**config.mk**
```make
export PLATFORM = sky130hd
export DESIGN_NAME = fetch_stage
export DESIGN_NICKNAME = d
export VERILOG_FILES = /design/src/rtl/fetch_stage.sv
export SDC_FILE = /design/constraint.sdc
export NUM_CORES = 1
export LEC_CHECK = 0
export CAP_MARGIN = 20
export CORE_MARGIN = 2
export CORE_UTILIZATION = 46
export DETAILED_ROUTE_END_ITERATION = 16
export PLACE_DENSITY_LB_ADDON = 0.1
export SLEW_MARGIN = 15
export SYNTH_ARGS = -nofsm -noshare
export SYNTH_HDL_FRONTEND = slang
export SYNTH_SLANG_ARGS = --single-unit
```
**constraint.sdc**
```tcl
create_clock -name clk -period 4.9 [get_ports clk]
set_input_delay 0.98 -clock clk [delete_from_list [all_inputs] [get_ports clk]]
set_output_delay 0.98 -clock clk [all_outputs]
set_load 0.005 [all_outputs]
```
**src/rtl/fetch_stage.sv**
```systemverilog
`default_nettype none
// +----------------------------------------------------------------------------+
// | Module   : fetch_stage                                                     |
// | Brief    : 16-bit CPU fetch stage, IF/ID register and run cycle counter    |
// | Revision : 1.0                                                             |
// +----------------------------------------------------------------------------+
module fetch_stage #(
  parameter logic [15:0] RESET_PC    = 16'h0000,
  parameter logic [15:0] NOP_INSTR   = 16'h0000,
  parameter logic [3:0]  HALT_OPCODE = 4'hF
) (
  input  logic        clk,
  input  logic        rst_n,
  input  logic        stall,
  input  logic        redirect,
  input  logic [15:0] redirect_pc,
  input  logic        wb_hlt,
  output logic [15:0] imem_addr,
  input  logic [15:0] imem_data,
  output logic [15:0] pc_out,
  output logic [15:0] IF_instr,
  output logic [15:0] ID_instr,
  output logic [15:0] ID_pc_plus2,
  output logic        ID_valid,
  output logic        halt_fetched,
  output logic [15:0] cycle_cnt
);

  localparam logic [15:0] c_PC_STEP  = 16'h0002;
  localparam logic [15:0] c_CNT_MAX  = 16'hFFFF;

  logic [15:0] r_pc;
  logic [15:0] r_idInstr;
  logic [15:0] r_idPcPlus2;
  logic        r_idValid;
  logic        r_haltFetched;
  logic [15:0] r_cycleCnt;

  logic [15:0] w_pcPlus2;
  logic        w_isHalt;

  assign w_pcPlus2 = r_pc + c_PC_STEP;
  assign w_isHalt  = (imem_data[15:12] == HALT_OPCODE);

  // Priority: reset > redirect > stall > halt freeze > normal fetch.
  always_ff @(posedge clk) begin
    if (!rst_n) begin
      r_pc          <= RESET_PC;
      r_idInstr     <= NOP_INSTR;
      r_idPcPlus2   <= 16'h0000;
      r_idValid     <= 1'b0;
      r_haltFetched <= 1'b0;
    end else if (redirect) begin
      r_pc          <= redirect_pc;
      r_idInstr     <= NOP_INSTR;
      r_idValid     <= 1'b0;
      r_haltFetched <= 1'b0;
    end else if (stall) begin
      r_pc          <= r_pc;
      r_idInstr     <= r_idInstr;
      r_idPcPlus2   <= r_idPcPlus2;
      r_idValid     <= r_idValid;
      r_haltFetched <= r_haltFetched;
    end else if (r_haltFetched) begin
      r_idInstr     <= NOP_INSTR;
      r_idValid     <= 1'b0;
    end else begin
      r_idInstr     <= imem_data;
      r_idPcPlus2   <= w_pcPlus2;
      r_idValid     <= 1'b1;
      // The HLT word still enters IF/ID; only the PC stops advancing.
      r_pc          <= w_isHalt ? r_pc : w_pcPlus2;
      r_haltFetched <= w_isHalt;
    end
  end

  always_ff @(posedge clk) begin
    if (!rst_n) begin
      r_cycleCnt <= 16'h0000;
    end else if (!wb_hlt && (r_cycleCnt != c_CNT_MAX)) begin
      r_cycleCnt <= r_cycleCnt + 16'h0001;
    end
  end

  assign imem_addr    = r_pc;
  assign pc_out       = r_pc;
  assign IF_instr     = imem_data;
  assign ID_instr     = r_idInstr;
  assign ID_pc_plus2  = r_idPcPlus2;
  assign ID_valid     = r_idValid;
  assign halt_fetched = r_haltFetched;
  assign cycle_cnt    = r_cycleCnt;

endmodule
`default_nettype wire
```
==> impl_metrics.sql <==
INSERT INTO impl_metrics (metric_group, metric, value, unit) VALUES
('worst_setup_path', 'start_kind', 'primary input', ''),
('routing', 'drc', '0', ''),
('layout', 'final_design_area_no_fill', '4570', 'µm²'),
('synth', 'synth_flop_cell', 'dfxtp_1', ''),
('layout', 'final_cell_count_no_fill', '576', ''),
('worst_hold_path', 'timing.hold.worst.start', 'ID_valid$_SDFFE_PP0N_', ''),
('floorplan', 'placeableCoreArea', '6830', 'µm²'),
('sta', 'setup_viol_count_final', '0', ''),
('sta', 'final_hold_violation_count', '0', ''),
('clock_tree', 'post_cts_resize_count', '0', ''),
('worst_setup_path', 'crit_fanout', '4', ''),
('sta', 'timing.final.crit_share', '61.4', '%'),
('placement', 'placement.cell_area', '4400', 'µm²'),
('synth', 'netlist_instances', '384', ''),
('floorplan', 'dieArea', '7750', 'µm²'),
('floorplan', 'io_pins', '135', ''),
('routing', 'detail_route.wirelength', '8730', 'µm'),
('sta', 'period_minus_slack', '3.01', 'ns'),
('clock_tree', 'clkTransAtPathRegs', '0.07', 'ns'),
('floorplan', 'die_h', '88.1', 'µm'),
('worst_setup_path', 'worstReg2RegEnd', 'imem_addr[12]$_SDFFE_PN0P_', ''),
('sta', 'unrepaired_setup_endpoints_after_global_routing', 'no', ''),
('worst_hold_path', 'timing.hold.worst.class', 'register to register', ''),
('worst_setup_path', 'setup_cp_type', 'primary input to output port', ''),
('pwr', 'power.static_leakage', '1.54', 'nW'),
('routing', 'detailedRoute.firstIterationViolations', '165', ''),
('worst_setup_path', 'crit_arrival', '2.03', 'ns'),
('worst_setup_path', 'r2r_slack', '2.86', 'ns'),
('grt', 'grt_util_all_layers', '23.0', '%'),
('synth', 'synthArstFlopShare', '0', '%'),
('synth', 'synth_warnings', '0', ''),
('sta', 'timing.slew.headroom', '29.4', '%'),
('grt', 'number_of_global_route_vias_before_repair', '3012', ''),
('status', 'status', 'completed', ''),
('floorplan', 'num_rows', '30', ''),
('sta', 'clock.fmax', '333', 'MHz'),
('synth', 'synth-seq-area-share', '40.6', '%'),
('synth', 'synth.top_cells.by_area', 'dfxtp_1, buf_4, o21ai_0, a21oi_1, a22oi_1', ''),
('worst_setup_path', 'cp-end-kind', 'output port', ''),
('flow_run', 'max_cap_violations', '0', ''),
('placement', 'place_hpwl', '6070', 'µm'),
('worst_hold_path', 'timing.hold.worst_endpoint', 'ID_valid$_SDFFE_PP0N_', ''),
('worst_setup_path', 'critical_path_buf_inv_count', '2', ''),
('layout', 'area_delta_synth_final', '40.6', '%'),
('clock_tree', 'clock_tree_from_tritoncts', 'done', ''),
('layout', 'num-nets-final', '515', ''),
('synth', 'library_cell_with_the_largest_summed_area_after_synthesis', 'dfxtp_1', ''),
('placement', 'place_congestion', '0.797', ''),
('grt', 'first_pass_grt_wire_length', '14100', 'µm'),
('worst_setup_path', 'worst_r2r_startpoint', 'imem_addr[3]$_SDFFE_PN0P_', ''),
('synth', 'synth_largest_type_area_fraction', '40.6', '%'),
('layout', 'antenna_cells', '0', ''),
('clock_tree', 'post-cts-setup-buffers', '0', ''),
('worst_setup_path', 'critical_path.slowest_cell', 'clkdlybuf4s50_1', ''),
('synth', 'yosys.cell_types.count', '44', ''),
('floorplan', 'die_width', '88.1', 'µm'),
('worst_setup_path', 'worst-r2r-cell-count', '4', ''),
('clock_tree', 'cts.sinks', '66', ''),
('placement', 'port_buffers', '134', ''),
('synth', 'yosysMostFrequentCell', 'dfxtp_1', ''),
('synth', 'synth-edff-count', '0', ''),
('worst_setup_path', 'cp_common_cell', 'clkdlybuf4s50_1', ''),
('worst_setup_path', 'cp.required', '3.92', 'ns'),
('pwr', 'power.density', '260', 'nW/µm²'),
('worst_setup_path', 'crit_path_cell_trace', 'clkdlybuf4s50_1 > clkdlybuf4s50_1', ''),
('routing', 'avgRoutedWirePerCell', '15.2', 'µm'),
('clock_tree', 'clock_latency', '0.33', 'ns'),
('routing', 'vias', '3143', ''),
('routing', 'drt.antenna.violating_nets', '0', ''),
('grt', 'pin_count_of_the_biggest_net_entering_global_routing', '40', ''),
('synth', 'yosys_register_bits', '66', '');
-- per-layer routing --
metal,part of all wire [%],track usage [%]
met5,0,0
met4,0.78,5.65
met3,9.6,9.14
met2,47,38.2
met1,42,28.2
-- tightest hold or removal path: stages, from the launching register on --
cell and delay (ns):
dfxtp_1 0.32, nand2_1 0.06, a21oi_1 0.05
-- stage by stage --
stage	power [W]	setup slack (ns)	util, %
after global placement	0.000790	1.77	64.4
after CTS	0.00120	1.88	66.9
after detailed placement	0.000793	1.69	64.4
after global routing	0.00124	1.84	66.9
final	0.00119	1.89	66.9
after floorplan	0.000688	2.70	-
-- worst max-delay path by stage --
| stage | slack (ns) | to | cells after the start | startpoint |
|---|---|---|---|---|
| 2_1_floorplan | 2.70 | cycle_cnt[15]$_SDFFE_PN0P_ | 4 | wb_hlt |
| 3_3_place_gp | 1.77 | ID_pc_plus2[3]$_SDFFE_PN0P_ | 6 | stall |
| 3_5_place_dp | 1.69 | ID_pc_plus2[12]$_SDFFE_PN0P_ | 6 | stall |
| 4_1_cts | 1.88 | IF_instr[12] | 2 | imem_data[12] |
| 5_1_grt | 1.84 | imem_addr[6]$_SDFFE_PN0P_ | 6 | stall |
| 6_report | 1.89 | IF_instr[12] | 2 | imem_data[12] |
-- flip-flops by register name (all words and copies together) (netlist names) --
name	flops
ID_instr	16
ID_pc_plus2	16
cycle_cnt	16
imem_addr	16
ID_valid	1
halt_fetched	1
-- cell usage in the layout (no fill, tap or decap), types with 2 or more instances in the layout --
| master | instances |
|---|---|
| clkdlybuf4s50_1 | 134 |
| dfxtp_1 | 66 |
| o21ai_0 | 36 |
| nor2_1 | 31 |
| a21oi_1 | 30 |
| nand3_1 | 18 |
| a22oi_1 | 16 |
| nand2_1 | 14 |
| xnor2_1 | 11 |
| clkbuf_8 | 11 |
| nor4_1 | 9 |
| a31oi_1 | 8 |
| xor2_1 | 8 |
| inv_1 | 7 |
| nand4_1 | 7 |
| o31ai_1 | 7 |
| or4_1 | 7 |
| or3_1 | 7 |
| a211oi_1 | 5 |
| buf_4 | 5 |
| mux2i_1 | 4 |
| nor3_1 | 4 |
| nand2b_1 | 3 |
| and4_1 | 3 |
| nand3b_1 | 2 |
| o211a_1 | 2 |
| or2_2 | 2 |
| o211ai_1 | 2 |
| nor2_2 | 2 |
| and2_1 | 2 |
| ha_1 | 2 |
| clkbuf_1 | 2 |
-- layout make-up --
type / instances / area (µm²)
sequential: 66 / 1320
clock inverter: 2 / 12.5
clock buffer: 13 / 159
inverter: 8 / 30.0
fill: 605 / 2260
multi-input combinational: 252 / 1550
timing repair buffer: 139 / 1380
tap: 96 / 120
-- logic make-up (layout without fill, tap and decap cells) --
group	after synthesis	count (layout)	share of synthesized area, %
fa+ha+maj	2	2	0.770
simple gates	116	116	19.6
buf+inv	66	162	11.8
compound gates	111	111	20.9
flops	66	66	40.6
xor+xnor	19	19	5.12
mux	4	4	1.23
-- where the power goes --
part / internal [W] / total, W / switching (W)
registers: 0.000560 / 0.000590 / 0.0000301
clock network: 0.000208 / 0.000406 / 0.000198
logic: 0.000117 / 0.000191 / 0.0000738
total: 0.000885 / 0.00119 / 0.000302
No activity file was read; power rests on OpenSTA's default activity.
